`config.mk`:
```
export PLATFORM = sky130hd
export DESIGN_NAME = puf_response_collector_flat
export DESIGN_NICKNAME = d
export VERILOG_FILES = /design/src/rtl/puf_pkg.sv /design/src/rtl/puf_response_collector_if.sv /design/src/rtl/puf_response_collector_ro_edge_counter.sv /design/src/rtl/puf_response_collector.sv /design/src/flat_wrapper.sv
export SDC_FILE = /design/constraint.sdc
export NUM_CORES = 1
export LEC_CHECK = 0
export CAP_MARGIN = 30
export CORE_MARGIN = 3
export CORE_UTILIZATION = 55
export CTS_BUF_LIST = sky130_fd_sc_hd__clkbuf_2 sky130_fd_sc_hd__clkbuf_4 sky130_fd_sc_hd__clkbuf_8
export DETAILED_ROUTE_END_ITERATION = 16
export MAX_ROUTING_LAYER = met4
export PLACE_DENSITY = 0.76
export SLEW_MARGIN = 20
export SYNTH_ARGS = -nofsm -noshare
export SYNTH_HDL_FRONTEND = slang
export SYNTH_HIERARCHICAL = 1
export SYNTH_SLANG_ARGS = --single-unit
```
`constraint.sdc`:
```
create_clock -name clk -period 2.2 [get_ports clk]
set_input_delay 0.22 -clock clk [delete_from_list [all_inputs] [get_ports clk]]
set_output_delay 0.22 -clock clk [all_outputs]
set_load 0.03 [all_outputs]
```
`src/rtl/puf_pkg.sv`:
```
// Shared types and helpers for the ring-oscillator PUF response collector.
// The collector FSM state, the select-width rule shared with the controller, and saturating increment.
package puf_pkg;

  typedef enum logic [1:0] {
    IDLE  = 2'd0,
    RUN   = 2'd1,
    FINAL = 2'd2
  } collector_state_t;

  localparam int NUM_LOOPS_DEFAULT = 4;

  function automatic int sel_bits_for(input int num_loops);
    return $clog2(num_loops - 1) + 1;
  endfunction

  localparam int SEL_BITS = sel_bits_for(NUM_LOOPS_DEFAULT);

  // Increments a value that is 'width' bits wide and holds it once it reaches all ones.
  function automatic logic [31:0] sat_inc(input logic [31:0] value, input int width);
    logic [32:0] max_value;
    max_value = (33'd1 << width) - 33'd1;
    if ({1'b0, value} >= max_value) begin
      return value;
    end
    return value + 32'd1;
  endfunction

endpackage

```
`src/rtl/puf_response_collector_if.sv`:
```
// Controller-to-collector strobe bus and the collector's response/status signals.
interface puf_response_collector_if #(
  parameter int NUM_LOOPS = 4,
  parameter int SEL_BITS  = puf_pkg::sel_bits_for(NUM_LOOPS)
);
  logic                 start;
  logic                 done;
  logic                 reset_puf;
  logic [SEL_BITS-1:0]  select_puf;
  logic                 enable_puf;
  logic                 store_response_puf;
  logic [NUM_LOOPS-1:0] response;
  logic                 response_valid;
  logic                 busy;

  modport master (
    output start, done, reset_puf, select_puf, enable_puf, store_response_puf,
    input  response, response_valid, busy
  );

  modport slave (
    input  start, done, reset_puf, select_puf, enable_puf, store_response_puf,
    output response, response_valid, busy
  );
endinterface

```
`src/rtl/puf_response_collector_ro_edge_counter.sv`:
```
// One oscillator channel: synchroniser chain, rising-edge detect and a saturating edge counter.
module ro_edge_counter
  import puf_pkg::*;
#(
  parameter int COUNTER_BITS = 16,
  parameter int SYNC_STAGES  = 2
) (
  input  logic                    clk,
  input  logic                    reset,
  input  logic                    ro,
  input  logic                    clear,
  input  logic                    enable,
  output logic [COUNTER_BITS-1:0] count
);

  logic [SYNC_STAGES-1:0]  sync_reg;
  logic                    prev_reg;
  logic [COUNTER_BITS-1:0] count_reg;
  logic [COUNTER_BITS-1:0] count_next;
  logic                    rise;

  assign rise       = sync_reg[SYNC_STAGES-1] & ~prev_reg;
  assign count_next = COUNTER_BITS'(sat_inc(32'(count_reg), COUNTER_BITS));
  assign count      = count_reg;

  always_ff @(posedge clk or posedge reset) begin
    if (reset) begin
      sync_reg  <= '0;
      prev_reg  <= 1'b0;
      count_reg <= '0;
    end else begin
      sync_reg <= {sync_reg[SYNC_STAGES-2:0], ro};
      prev_reg <= sync_reg[SYNC_STAGES-1];
      // Clearing wins over counting so a window always starts from zero.
      if (clear) begin
        count_reg <= '0;
      end else if (enable && rise) begin
        count_reg <= count_next;
      end
    end
  end

endmodule

```
`src/rtl/puf_response_collector.sv`:
```
// PUF-side responder: counts the selected oscillator pair, votes per loop and presents the response.
// Optional macro PUF_RAW_COUNT_EN exposes the compared counts on every store for characterisation.
module puf_response_collector
  import puf_pkg::*;
#(
  parameter int NUM_LOOPS        = 4,
  parameter int COUNTER_BITS     = 16,
  parameter int REPETITIONS_BITS = 16,
  parameter int REPETITIONS      = 2,
  parameter int SYNC_STAGES      = 2
) (
  input  logic                    clk,
  input  logic                    reset,
  input  logic [2*NUM_LOOPS-1:0]  ro_in,
`ifdef PUF_RAW_COUNT_EN
  output logic [COUNTER_BITS-1:0] raw_cnt_a,
  output logic [COUNTER_BITS-1:0] raw_cnt_b,
  output logic                    raw_valid,
`endif
  puf_response_collector_if.slave bus
);

  localparam int SEL_W = sel_bits_for(NUM_LOOPS);

  collector_state_t        state_reg;
  logic                    done_reg;
  logic [NUM_LOOPS-1:0]    response_reg;
  logic                    response_valid_reg;
  logic                    busy_reg;

  logic [NUM_LOOPS-1:0]    ro_a_vec;
  logic [NUM_LOOPS-1:0]    ro_b_vec;
  logic                    ro_a_sel;
  logic                    ro_b_sel;
  logic                    sel_in_range;
  logic [COUNTER_BITS-1:0] cnt_a;
  logic [COUNTER_BITS-1:0] cnt_b;
  logic                    a_gt_b;
  logic                    store_hit;
  logic                    votes_clear;
  logic [NUM_LOOPS-1:0]    vote_result;

  // Out-of-range selects leave both counters fed with a quiet zero.
  always_comb begin
    ro_a_sel     = 1'b0;
    ro_b_sel     = 1'b0;
    sel_in_range = 1'b0;
    for (int i = 0; i < NUM_LOOPS; i++) begin
      if (bus.select_puf == SEL_W'(i)) begin
        ro_a_sel     = ro_a_vec[i];
        ro_b_sel     = ro_b_vec[i];
        sel_in_range = 1'b1;
      end
    end
  end

  assign a_gt_b      = cnt_a > cnt_b;
  assign store_hit   = (state_reg == RUN) && bus.store_response_puf && sel_in_range;
  assign votes_clear = bus.start && (state_reg != FINAL);

  ro_edge_counter #(
    .COUNTER_BITS (COUNTER_BITS),
    .SYNC_STAGES  (SYNC_STAGES)
  ) u_cnt_a (
    .clk    (clk),
    .reset  (reset),
    .ro     (ro_a_sel),
    .clear  (bus.reset_puf),
    .enable (bus.enable_puf),
    .count  (cnt_a)
  );

  ro_edge_counter #(
    .COUNTER_BITS (COUNTER_BITS),
    .SYNC_STAGES  (SYNC_STAGES)
  ) u_cnt_b (
    .clk    (clk),
    .reset  (reset),
    .ro     (ro_b_sel),
    .clear  (bus.reset_puf),
    .enable (bus.enable_puf),
    .count  (cnt_b)
  );

  genvar gi;
  generate
    for (gi = 0; gi < NUM_LOOPS; gi++) begin : vote_gen
      logic [REPETITIONS_BITS-1:0] votes_reg;
      logic [REPETITIONS_BITS-1:0] votes_next;

      assign ro_a_vec[gi] = ro_in[2*gi];
      assign ro_b_vec[gi] = ro_in[2*gi+1];
      assign votes_next   = REPETITIONS_BITS'(sat_inc(32'(votes_reg), REPETITIONS_BITS));

      always_ff @(posedge clk or posedge reset) begin
        if (reset) begin
          votes_reg <= '0;
        end else if (votes_clear) begin
          votes_reg <= '0;
        end else if (store_hit && a_gt_b && (bus.select_puf == SEL_W'(gi))) begin
          votes_reg <= votes_next;
        end
      end

      // Strict majority: ties resolve to 0.
      assign vote_result[gi] = {votes_reg, 1'b0} > (REPETITIONS_BITS+1)'(REPETITIONS);
    end
  endgenerate

  always_ff @(posedge clk or posedge reset) begin
    if (reset) begin
      state_reg          <= IDLE;
      done_reg           <= 1'b0;
      response_reg       <= '0;
      response_valid_reg <= 1'b0;
      busy_reg           <= 1'b0;
    end else begin
      // A start in the same cycle as done must not let that done end the new run.
      done_reg <= bus.done && !bus.start;
      case (state_reg)
        IDLE: begin
          if (bus.start) begin
            state_reg          <= RUN;
            response_valid_reg <= 1'b0;
            busy_reg           <= 1'b1;
          end
        end
        RUN: begin
          if (bus.start) begin
            state_reg          <= RUN;
            response_valid_reg <= 1'b0;
            busy_reg           <= 1'b1;
          end else if (done_reg) begin
            state_reg <= FINAL;
          end
        end
        FINAL: begin
          response_reg       <= vote_result;
          response_valid_reg <= 1'b1;
          busy_reg           <= 1'b0;
          state_reg          <= IDLE;
        end
        default: begin
          state_reg <= IDLE;
        end
      endcase
    end
  end

  assign bus.response       = response_reg;
  assign bus.response_valid = response_valid_reg;
  assign bus.busy           = busy_reg;

`ifdef PUF_RAW_COUNT_EN
  logic [COUNTER_BITS-1:0] raw_cnt_a_reg;
  logic [COUNTER_BITS-1:0] raw_cnt_b_reg;
  logic                    raw_valid_reg;

  always_ff @(posedge clk or posedge reset) begin
    if (reset) begin
      raw_cnt_a_reg <= '0;
      raw_cnt_b_reg <= '0;
      raw_valid_reg <= 1'b0;
    end else begin
      raw_valid_reg <= store_hit;
      if (store_hit) begin
        raw_cnt_a_reg <= cnt_a;
        raw_cnt_b_reg <= cnt_b;
      end
    end
  end

  assign raw_cnt_a = raw_cnt_a_reg;
  assign raw_cnt_b = raw_cnt_b_reg;
  assign raw_valid = raw_valid_reg;
`endif

endmodule

```
`src/flat_wrapper.sv`:
```
// flat-port wrapper written by rule: the top's interface ports become plain ports
module puf_response_collector_flat import puf_pkg::*;
#(
  parameter int NUM_LOOPS        = 4,
  parameter int COUNTER_BITS     = 16,
  parameter int REPETITIONS_BITS = 16,
  parameter int REPETITIONS      = 2,
  parameter int SYNC_STAGES      = 2
)
  (clk, reset, ro_in, bus_start, bus_done, bus_reset_puf, bus_select_puf, bus_enable_puf, bus_store_response_puf, bus_response, bus_response_valid, bus_busy);
  puf_response_collector_if #(.NUM_LOOPS(NUM_LOOPS)) bus_i ();
  input  logic clk;
  input  logic reset;
  input  logic [2*NUM_LOOPS-1:0] ro_in;
  input wire logic [$bits(bus_i.start)-1:0] bus_start;
  input wire logic [$bits(bus_i.done)-1:0] bus_done;
  input wire logic [$bits(bus_i.reset_puf)-1:0] bus_reset_puf;
  input wire logic [$bits(bus_i.select_puf)-1:0] bus_select_puf;
  input wire logic [$bits(bus_i.enable_puf)-1:0] bus_enable_puf;
  input wire logic [$bits(bus_i.store_response_puf)-1:0] bus_store_response_puf;
  output wire logic [$bits(bus_i.response)-1:0] bus_response;
  output wire logic [$bits(bus_i.response_valid)-1:0] bus_response_valid;
  output wire logic [$bits(bus_i.busy)-1:0] bus_busy;
  assign bus_i.start = bus_start;
  assign bus_i.done = bus_done;
  assign bus_i.reset_puf = bus_reset_puf;
  assign bus_i.select_puf = bus_select_puf;
  assign bus_i.enable_puf = bus_enable_puf;
  assign bus_i.store_response_puf = bus_store_response_puf;
  assign bus_response = bus_i.response;
  assign bus_response_valid = bus_i.response_valid;
  assign bus_busy = bus_i.busy;
  puf_response_collector #(.NUM_LOOPS(NUM_LOOPS), .COUNTER_BITS(COUNTER_BITS), .REPETITIONS_BITS(REPETITIONS_BITS), .REPETITIONS(REPETITIONS), .SYNC_STAGES(SYNC_STAGES)) u_core (.clk(clk), .reset(reset), .ro_in(ro_in), .bus(bus_i));
endmodule
```
## Word level (Yosys, flattened, before mapping)

Index checks and enable logic that the tools add are counted.

| word-level totals | value |
|---|---|
| bits in registers | 111 |
| input bits | 18 |
| output and inout port bits | 6 |
| word-level logic and storage cells | 125 |

| cells by class | value |
|---|---|
| add/sub/neg operators | 6 |
| $lt $le $gt $ge | 11 |
| eq/ne operators | 15 |
| muxes and demuxes | 44 |
| bitwise gates (word level) | 4 |
| reduce and logical (&&, ||, !) cells | 30 |

Operators with widths:

| kind | count |
|---|---|
| 2-to-1 mux 16 bit | 18 |
| adder 16 x 1 -> 16 bit (second input constant) | 6 |
| greater-or-equal comparator 16 bit (second input constant) | 6 |
| greater-than comparator 17 x 2 -> 1 bit (second input constant) | 4 |
| 2-to-1 mux 1 bit | 20 |
| greater-than comparator 16 bit | 1 |
| AND reduction 2 bit | 8 |
| inequality test 3 x 2 -> 1 bit (second input constant) | 5 |
| nonzero test 2 bit | 7 |
| logical AND 1 bit | 11 |
| == test 3 x 2 -> 1 bit (second input constant) | 2 |
| 2-to-1 mux 2 bit | 3 |
| inequality test 3 bit (second input constant) | 2 |
| inequality test 2 bit (second input constant) | 2 |
| case mux 1 bit (2 select lines) | 2 |
| case mux 2 bit (2 select lines) | 1 |
| == test 3 x 1 -> 1 bit (second input constant) | 1 |
| zero test 3 bit | 1 |
| bitwise AND 1 bit | 2 |
| == test 2 x 1 -> 1 bit (second input constant) | 1 |
| == test 2 bit (second input constant) | 1 |
| zero test 2 bit | 1 |
| inequality test 2 x 1 -> 1 bit (second input constant) | 1 |
| NOT 1 bit | 2 |
| 2 further kinds | 2 |

## Logic depth before layout (Yosys ltp)

Gate-level depths: netlist (run 1).

| depth | value |
|---|---|
| depth after elaboration | 10 |
| depth in mapped cells | 10 |
| mapped depth without buffers | 8 |

## Hierarchy

The synthesis (run 1) kept the hierarchy.

Modules (own cells, without submodules):

| module | instances | cells each | area each (um^2) | sequential area each (um^2) |
|---|---|---|---|---|
| puf_response_collector | 1 | 536 | 4,753.3 | 1,826.8 |
| ro_edge_counter | 2 | 107 | 1,057.3 | 475.5 |

## Worst setup path before layout (run 1)

No wires, ideal clock.

| timing | value |
|---|---|
| path kind | flip-flop to flip-flop |
| start point | reg u_core.u_cnt_b.count_reg[9], in the netlist u_core/u_cnt_b/count[9] |
| end point | reg u_core.vote_gen[3].votes_reg[0] |
| setup time | 0.125 ns |
| data arrival time | 2.282 ns |
| required time | 2.075 ns |
| path slack | -0.206 ns |
| stages on the path, launching flop included | 10 |
| path buffers | 1 |
| period minus slack after synthesis | 2.406 ns |
| cells stage by stage | dfrtp_1 -> inv_1 -> ha_1 -> nand4_1 -> nor4_2 -> nor2_1 -> o31ai_2 -> buf_6 -> nor3_1 -> mux2_2 |

| between the ends | value |
|---|---|
| cells in the longest elaborated chain, start to end | 5 |

RTL lines:

| element | line | text |
|---|---|---|
| from (decl) | puf_response_collector_ro_edge_counter.sv:18 | `logic [COUNTER_BITS-1:0] count_reg;` |
| from (signal assigned) | puf_response_collector_ro_edge_counter.sv:38 | `count_reg <= count_next;` |
| greater-than comparator 16 bit | puf_response_collector.sv:57 | `assign a_gt_b = cnt_a > cnt_b;` |
| logical AND 1 bit (2 in a row) | puf_response_collector.sv:100 | `end else if (store_hit && a_gt_b && (bus.select_puf == SEL_W'(gi))) begin` |
| nonzero test 2 bit (no source line) | - |  |
| AND reduction 2 bit (no source line) | - |  |
| to (signal assigned) | puf_response_collector.sv:101 | `votes_reg <= votes_next;` |
| to (decl) | puf_response_collector.sv:88 | `logic [REPETITIONS_BITS-1:0] votes_reg;` |

No other way between the ends.
A chain may end at the register's enable or synchronous reset.

## Worst setup path in the final report (run 1)

| timing | value |
|---|---|
| start point | reg u_core.u_cnt_b.count_reg[10], in the netlist u_core/u_cnt_b/count[10] |
| end point | reg u_core.vote_gen[2].votes_reg[6] |

| between the ends | value |
|---|---|
| cells in the longest elaborated chain, start to end | 5 |

RTL lines:

| element | line |
|---|---|
| greater-than comparator 16 bit | puf_response_collector.sv:57 |
| logical AND 1 bit (2 in a row) | puf_response_collector.sv:100 |
| nonzero test 2 bit (no source line) | - |
| AND reduction 2 bit (no source line) | - |
| to (signal assigned) | puf_response_collector.sv:101 |
| to (decl) | puf_response_collector.sv:88 |

No other way between the ends.

==> results.py, run 1 <==
metrics = {
    "placement": {
        "pre_cts_ws_ns": -0.3816,
        "place_hpwl_um": 13020,
        "place_congestion": 0.8944,
        "numPortBuffers": 23,
    },
    "detailed_routing": {
        "via_per_inst": 6.590,
        "finalWirelength_um": 20080,
        "via_count": 6867,
        "final_antenna_net_count": 0,
        "drc_errors": 0,
        "first_iter_violations": 718,
        "drtPass1Iterations": 6,
        "drt-wirelength-per-cell_um": 19.27,
    },
    "clock_network": {
        "cts_buffers": 9,
        "cts_max_path_buffers": 2,
        "cts_root_buffer": "clkbuf_8",
        "hold_buffers": 0,
        "clk_latency_ns": 0.40,
        "cts_sinks": 111,
        "cts.clk_slew.worst_paths_ns": 0.11,
        "htreeDepth": 3,
        "cts_tree": "built",
    },
    "worst_hold_path": {
        "hold_path_class": "in -> async",
    },
    "cells_and_area": {
        "largest_reg_flops": 64,
        "layout_common_cells": "110 x dfrtp_1, 96 x buf_4, 54 x nand2_1",
        "diodes": 0,
        "layout_commonest_cell": "dfrtp_1",
        "multi_input_area_um2": 4282,
        "nNetsFinal": 917,
        "area.sequential_um2": 2779,
        "nFillCells": 868,
        "utilization_pct": 73.89,
        "drive_above_1_share_pct": 27.35,
        "areaGrowthSynthToFinish_pct": 30.32,
    },
    "worst_setup_path": {
        "crit_fanout": 14,
        "end_kind": "flip-flop",
        "start_kind": "flip-flop",
        "reg2reg_slack_ns": -0.38,
        "timing.critical_path.arrival_ns": 2.90,
        "timing.rr.start": "u_core/u_cnt_b/count[10]",
        "rr_worst_depth": 11,
        "r2r_end": "u_core/vote_gen[2].votes_reg[6]",
        "crit_type": "reg -> reg",
        "worstPathRequired_ns": 2.52,
    },
    "power": {
        "leakage_nw": 3.657,
        "p_total_w": 0.003677,
        "vdd_drop_max_mv": 0.3371,
        "power_density_nw_per_um2": 410.8,
    },
    "yosys": {
        "async_flop_share_pct": 100.0,
        "ys_ff_latch": 111,
        "netlist_area_um2": 6868,
        "synth_edf_count": 0,
        "ys.flop_type": "dfrtp_1",
        "synthCells": 750,
        "synth_top_area_share_pct": 40.44,
        "syn-num-nets": 798,
        "synth_area_leaders": "dfrtp_1 40%, or4_1 5.7%, ha_1 5.5%, o31ai_1 5.1%, a21oi_1 5.1%",
        "yosysTopAreaCell": "dfrtp_1",
        "synth_seq_area_share_pct": 40.44,
        "synth_cell_type_count": 55,
        "yosys_warnings": 6,
        "avgSynthCellArea_um2": 9.157,
    },
    "floorplan": {
        "die_h_um": 117.7,
        "core_area_um2": 12110,
        "die_w_um": 117.7,
        "start_util_pct": 56.70,
        "ios": 24,
        "num_rows": 40,
        "die-area_um2": 13860,
    },
    "sta": {
        "rsz0062_at_grt": "true",
        "max_freq_ghz": 0.3880,
        "worst_slew_pin_slew_ns": 0.8921,
        "timing_hold_violations_final": 0,
        "fin_crit_sh_pct": 117.1,
        "whs_ns": 0.3026,
        "skew_ns": 0.01479,
        "maxSlewHeadroom_pct": 40.31,
        "finalSetupViolations": 61,
        "fin_ws_ns": -0.3771,
        "timing.final.crit_period_ns": 2.577,
        "slew_violations": 0,
    },
    "job": {
        "maxCapViolations": 0,
    },
    "grt": {
        "grt_usage_pct": 29.07,
        "antenna_found_initial": 0,
        "overflow": 0,
        "grt_pass1_vias": 6759,
        "grt_max_degree": 74,
        "grt_pass1_wl_um": 32510,
    },
    "status": {
        "outcome": "complete, but fails checks",
        "violations": "setup timing",
    },
}
through the flow:
step                      TNS, ns  cells  instance area, µm²
after floorplan            -1.511    750                6919
after global placement     -13.04   1006                8024
after detailed placement   -18.06   1006                8024
after CTS                  -11.76   1039                8652
after global routing       -20.33   1042                8950
final                      -15.54   1042                8950
report_power, final:
group          switching (W)  internal, W  total [W]
clock               0.000706     0.000481    0.00119
sequential        0.00000817      0.00206    0.00206
combinational       0.000241     0.000185   0.000426
total               0.000955      0.00272    0.00368
cells in the mapped netlist, types with 12 or more instances:
cell type and count:
nand2_1 56, nor3_1 16, and3_1 16, nand4_1 28, inv_1 39, a21oi_1 70
nor2b_1 14, nand3_1 40, ha_1 30, or4_1 52, or3_1 12, nor2_1 38
clkbuf_1 27, o211ai_1 15, dfrtp_1 111, o31ai_1 47, nor4_1 17
worst max path at each step:
stage                             start                          endpoint  cells past startpoint
2_1_floorplan   u_core/u_cnt_b/count[1]   u_core/vote_gen[3].votes_reg[6]                      9
3_3_place_gp   u_core/u_cnt_b/count[11]  u_core/vote_gen[0].votes_reg[12]                      9
3_5_place_dp    u_core/u_cnt_b/count[5]  u_core/vote_gen[2].votes_reg[10]                      9
4_1_cts         u_core/u_cnt_b/count[8]  u_core/vote_gen[2].votes_reg[10]                     11
5_1_grt        u_core/u_cnt_b/count[10]   u_core/vote_gen[2].votes_reg[6]                     11
6_report       u_core/u_cnt_b/count[10]   u_core/vote_gen[2].votes_reg[6]                     11
worst max-delay path: stages, from the launching register on:
cell and delay, ns:
dfrtp_1 0.42, inv_2 0.06, ha_4 0.26, nand4_1 0.12, buf_4 0.18, a2111oi_4 0.29
buf_6 0.19, nor3_4 0.07, buf_12 0.17, buf_12 0.14, or4_1 0.43, a21oi_2 0.15
per-layer routing:
layer  share of wire, %  up-vias  GRT usage [%]
met5                  0        -              -
met2                 50      318          47.97
li1                   -     3116              -
met1                 40     3361          35.89
met4                4.5        0          14.43
met3                5.3       72          2.979
area by class of cell:
type                    instances  share of cell area, %
repair buffers                145                  15.13
multi-input cells             563                  47.84
clock buffers                  12                  1.775
flip-flops and latches        111                  31.05
well taps                     168                  2.349
inverters                      39                  1.636
clock inverters                 4                 0.2237
cells by family after synthesis:
logic type      share of synthesized area, %
simple gates                           30.21
compound gates                         16.41
flops                                  40.44
buf+inv                                4.427
fa+ha+maj                              5.465
mux                                    3.042
repair_timing:
item | CTS | global route
resized for setup | 51 | 63
endpoints found under the setup margin | 64 | 65
setup buffers | 15 | 4
cloned | 3 | 1
pin swaps | 27 | 33
(Power assumes the default switching activity.)
==> run 2: changes to the inputs <==
Settings changed: GPL_TIMING_DRIVEN from default to 0.
==> run 2 against run 1 <==
Effect of this change:
- the flow still finishes with violations (setup timing)
- routed wire length is 2.2% higher
- clock skew grew 0.0022 ns
- hold slack got worse by 0.069 ns
- maximum frequency is 2.3% higher
- combinational power fell by 1%
- total power hardly changed
- final cell count shrank 3.8%
- utilization fell by 2.3 points
- critical path type unchanged
==> results.py, run 2 (synthesis gave the netlist of run 1 again) <==
metrics = {
    "clock_network": {
        "clk_latency_ns": 0.41,
        "cts.clk_slew.worst_paths_ns": 0.12,
        "cts_root_buffer": "clkbuf_8",
        "htreeDepth": 3,
        "cts_buffers": 9,
        "cts_sinks": 111,
        "hold_buffers": 0,
        "cts_tree": "built",
        "cts_max_path_buffers": 2,
    },
    "floorplan": {
        "start_util_pct": 56.70,
        "die_w_um": 117.7,
        "num_rows": 40,
        "die-area_um2": 13860,
        "ios": 24,
        "core_area_um2": 12110,
        "die_h_um": 117.7,
    },
    "worst_setup_path": {
        "end_kind": "flip-flop",
        "cp-startpoint": "u_core/u_cnt_b/count[0]",
        "worstPathRequired_ns": 2.53,
        "crit_fanout": 7,
        "rr_worst_depth": 9,
        "r2r_end": "u_core/vote_gen[2].votes_reg[12]",
        "start_kind": "flip-flop",
        "timing.critical_path.arrival_ns": 2.85,
        "crit_type": "reg -> reg",
        "reg2reg_slack_ns": -0.32,
        "timing.rr.start": "u_core/u_cnt_b/count[0]",
    },
    "detailed_routing": {
        "via_per_inst": 6.783,
        "first_iter_violations": 659,
        "finalWirelength_um": 20520,
        "drc_errors": 0,
        "drtPass1Iterations": 6,
        "drt-wirelength-per-cell_um": 20.48,
        "via_count": 6797,
        "final_antenna_net_count": 0,
    },
    "power": {
        "p_total_w": 0.003674,
        "power_density_nw_per_um2": 423.4,
        "leakage_nw": 3.334,
        "vdd_drop_max_mv": 0.4579,
    },
    "sta": {
        "timing.final.crit_period_ns": 2.519,
        "fin_crit_sh_pct": 114.5,
        "timing_hold_violations_final": 0,
        "maxSlewHeadroom_pct": 49.61,
        "whs_ns": 0.2334,
        "max_freq_ghz": 0.3969,
        "finalSetupViolations": 64,
        "rsz0062_at_grt": "true",
        "skew_ns": 0.01702,
        "slew_violations": 0,
        "worst_slew_pin_slew_ns": 0.7551,
        "fin_ws_ns": -0.3193,
    },
    "cells_and_area": {
        "areaGrowthSynthToFinish_pct": 26.34,
        "layout_common_cells": "94 x dfrtp_1, 54 x nand2_1, 50 x a21oi_1",
        "nFillCells": 882,
        "layout_commonest_cell": "dfrtp_1",
        "drive_above_1_share_pct": 25.06,
        "largest_reg_flops": 64,
        "diodes": 0,
        "nNetsFinal": 877,
    },
    "placement": {
        "place_hpwl_um": 12690,
        "place_congestion": 0.9720,
        "numPortBuffers": 22,
    },
    "grt": {
        "grt_pass1_wl_um": 32350,
        "overflow": 0,
        "grt_usage_pct": 29.15,
        "grt_pass1_vias": 6535,
        "antenna_found_initial": 0,
        "grt_max_degree": 52,
    },
    "status": {
        "outcome": "complete, but fails checks",
        "violations": "setup timing",
    },
    "worst_hold_path": {
        "hold_path_class": "in -> async",
    },
    "job": {
        "maxCapViolations": 0,
    },
}
run 2: cell types whose count changed in the layout (fill, tap and decap cells not counted), moves of 9 or more:
cell,before,now
buf_4,96,32
buf_6,16,7
clkbuf_1,0,13
dfrtp_1,110,94
dfrtp_2,1,17
o31ai_1,40,19
o31ai_2,5,21
run 2: final cells by class:
type | instances | area (µm²) | share of cell area (%)
multi-input combinational | 563 | 4352 | 50.15
timing repair buffer | 69 | 686.9 | 7.916
clock inverter | 5 | 33.78 | 0.3893
tap | 168 | 210.2 | 2.422
clock buffer | 11 | 145.1 | 1.673
buffer | 36 | 301.5 | 3.475
inverter | 39 | 148.9 | 1.716
sequential | 111 | 2799 | 32.26
run 2: worst max path at each step:
stage                                        to  slack (ns)  depth (start not counted)
6_report       u_core/vote_gen[2].votes_reg[12]       -0.32                          9
5_1_grt        u_core/vote_gen[3].votes_reg[10]       -0.41                         11
4_1_cts         u_core/vote_gen[2].votes_reg[6]       -0.27                         10
3_5_place_dp   u_core/vote_gen[0].votes_reg[13]       -0.79                          9
3_3_place_gp                    u_core/done_reg       -1.21                          2
2_1_floorplan   u_core/vote_gen[3].votes_reg[6]       -0.08                          9
run 2: worst max-delay path: stages (launching register included):
cell       delay [ns]
dfrtp_1          0.47
ha_1             0.25
nor2b_4          0.11
o211ai_1         0.15
a2111oi_4        0.38
buf_6            0.18
nor3_4           0.08
buf_4            0.17
or4_4            0.51
a21oi_2          0.14
run 2: stage by stage:
stage	cells	instance area, µm²	TNS [ns]	utilization (%)	setup slack, ns
after CTS	996	8310	-12.74	68.62	-0.2659
after global routing	1002	8677	-20.66	71.64	-0.4073
final	1002	8677	-15.74	71.64	-0.3193
after floorplan	750	6919	-1.511	-	-0.07545
after detailed placement	941	7380	-38.43	60.93	-0.7948
after global placement	940	7350	-121.98	60.68	-1.213
run 2: report_power, final:
group	total (W)	internal, W	switching [W]
registers	0.00207	0.00206	0.0000108
clock network	0.00119	0.000454	0.000733
logic	0.000420	0.000162	0.000258
total	0.00367	0.00267	0.00100
run 2: timing repair:
action                     4_1_cts  5_1_grt
setup endpoints to repair       64       64
setup buffers                   32        5
pin swaps                       60       21
gates cloned                     8        1
gates resized for setup         98       70
run 2: layer usage:
metal	routed length (µm)	track usage [%]
met4	682	10.99
met5	0	-
met1	8016	34.89
met3	1255	5.574
met2	10560	49.12
==> run 3: changes to the inputs <==
Settings changed: TNS_END_PERCENT from default to 20.
==> run 3 against run 2 <==
Effect of this change:
- the run still ends with setup timing left
- sequential cell count stayed put
- count of clock-buffer cells in the layout unchanged
- clock skew fell by 0.0012 ns
- maximum frequency fell by 1.8%
- clock power grew 40%
- final area fell by 2.1%
- routed wire length is 2.6% lower
- sequential power hardly changed
- combinational power down 5.5%
- sequential share of layout area rose by 0.64 points
- largest power group unchanged
==> results.py, run 3 (synthesis gave the netlist of run 1 again) <==
metrics = {
    "placement": {
        "dpl-instance-area_um2": 7367,
        "place_hpwl_um": 12730,
        "numPortBuffers": 22,
        "pre_cts_ws_ns": -0.9585,
        "place_congestion": 0.9448,
    },
    "clock_network": {
        "htreeDepth": 3,
        "cts_root_buffer": "clkbuf_8",
        "cts_max_path_buffers": 2,
        "cts_sinks": 111,
        "clk_latency_ns": 0.39,
        "cts_tree": "built",
        "cts_buffers": 9,
        "cts.clk_slew.worst_paths_ns": 0.11,
    },
    "worst_setup_path": {
        "timing.critical_path.arrival_ns": 2.88,
        "reg2reg_slack_ns": -0.37,
        "start_kind": "flip-flop",
        "crit_type": "reg -> reg",
        "crit_fanout": 6,
        "end_kind": "flip-flop",
        "worstPathRequired_ns": 2.51,
    },
    "power": {
        "leakage_nw": 3.332,
        "power_density_nw_per_um2": 486.3,
        "vdd_drop_max_mv": 0.4125,
    },
    "floorplan": {
        "core_area_um2": 12110,
        "die-area_um2": 13860,
        "die_h_um": 117.7,
        "die_w_um": 117.7,
        "start_util_pct": 56.70,
        "ios": 24,
        "num_rows": 40,
    },
    "sta": {
        "fin_ws_ns": -0.3651,
        "slew_violations": 0,
        "timing.final.crit_period_ns": 2.565,
        "fin_crit_sh_pct": 116.6,
        "max_freq_ghz": 0.3899,
        "maxSlewHeadroom_pct": 35.66,
        "skew_ns": 0.01579,
        "timing_hold_violations_final": 0,
        "finalSetupViolations": 64,
        "worst_slew_pin_slew_ns": 0.9563,
        "rsz0062_at_grt": "true",
    },
    "cells_and_area": {
        "layout_common_cells": "97 x dfrtp_1, 55 x a21oi_1, 51 x nand2_1",
        "layout_commonest_cell": "dfrtp_1",
        "nNetsFinal": 873,
        "diodes": 0,
        "drive_above_1_share_pct": 21.57,
        "largest_reg_flops": 64,
        "areaGrowthSynthToFinish_pct": 23.70,
        "nFillCells": 921,
        "final_area_um2": 8496,
    },
    "status": {
        "outcome": "complete, but fails checks",
        "violations": "setup timing",
    },
    "grt": {
        "overflow": 0,
        "grt_max_degree": 49,
        "antenna_found_initial": 0,
        "grt_pass1_vias": 6344,
        "grt_pass1_wl_um": 31400,
        "grt_usage_pct": 28.31,
    },
    "detailed_routing": {
        "drtPass1Iterations": 5,
        "via_count": 6786,
        "first_iter_violations": 709,
        "via_per_inst": 6.800,
        "drt-wirelength-per-cell_um": 20.02,
        "final_antenna_net_count": 0,
        "finalWirelength_um": 19980,
        "drc_errors": 0,
    },
    "worst_hold_path": {
        "hold_path_class": "in -> async",
    },
    "job": {
        "maxCapViolations": 0,
    },
}
-- run 3: per-layer routing --
layer	vias to the layer above	global-route usage (%)	share of wire (%)	wire length, µm
met3	54	5.863	6.8	1351
met1	3362	35.10	41	8144
met5	-	-	0	0
met2	336	46.35	50	9943
met4	0	9.890	2.7	540
li1	3034	-	-	-
-- run 3: layout make-up --
class | count | area [µm²] | share of cell area, %
buffer | 36 | 299.0 | 3.520
clock buffer | 11 | 151.4 | 1.782
clock inverter | 5 | 127.6 | 1.502
inverter | 39 | 148.9 | 1.753
multi-input combinational | 563 | 4165 | 49.03
sequential | 111 | 2795 | 32.90
tap | 168 | 210.2 | 2.474
timing repair buffer | 65 | 598.1 | 7.040
-- run 3: power breakdown --
group | leakage [nW] | switching [W] | internal (W)
Clock | 0.136 | 0.000732 | 0.000934
Combinational | 1.69 | 0.000243 | 0.000155
Sequential | 1.51 | 0.0000123 | 0.00206
Total | 3.33 | 0.000987 | 0.00314
-- run 3: worst max-delay path, cell delays in order, from the launching register on --
cell and delay (ns):
dfrtp_1 0.40, inv_2 0.07, ha_4 0.27, nor2b_4 0.12, o211ai_1 0.15, a2111oi_4 0.39
buf_4 0.18, nor3_4 0.07, buf_4 0.19, or4_1 0.49, a21oi_2 0.15
-- run 3: path summary, 6_finish.rpt --
kind,depth (start not counted),end,startpoint
setup / recovery,10,u_core/vote_gen[1].votes_reg[6],u_core/u_cnt_b/count[1]
hold / removal,2,u_core/vote_gen[0].votes_reg[14],reset
setup reg to reg,10,u_core/vote_gen[1].votes_reg[6],u_core/u_cnt_b/count[1]
hold reg to reg,0,u_core/u_cnt_b/sync_reg[1],u_core/u_cnt_b/sync_reg[0]
max in group asynchronous,2,u_core/u_cnt_a/count[4],reset
min in group clk,0,u_core/u_cnt_b/sync_reg[1],u_core/u_cnt_b/sync_reg[0]
-- run 3: timing repair --
action                                 in CTS  in global routing
gates cloned                                1                  3
resized for setup                          64                 67
hold buffers                                0                  0
pin swaps                                  39                 45
buffers inserted                           27                 12
setup endpoints to repair                  64                 76
endpoints found under the hold margin       0                  0
-- run 3: per-stage QoR --
stage	utilization (%)	setup TNS [ns]	cells	hold slack [ns]	power, W
after floorplan	-	-1.889	750	0.1711	0.002276
after global placement	60.58	-125.30	940	0.3444	0.002392
after detailed placement	60.83	-40.31	941	0.3386	0.002407
after CTS	67.15	-13.30	984	0.2021	0.004119
after global routing	70.14	-23.02	998	0.2228	0.004262
final	70.14	-16.89	998	0.2068	0.004131
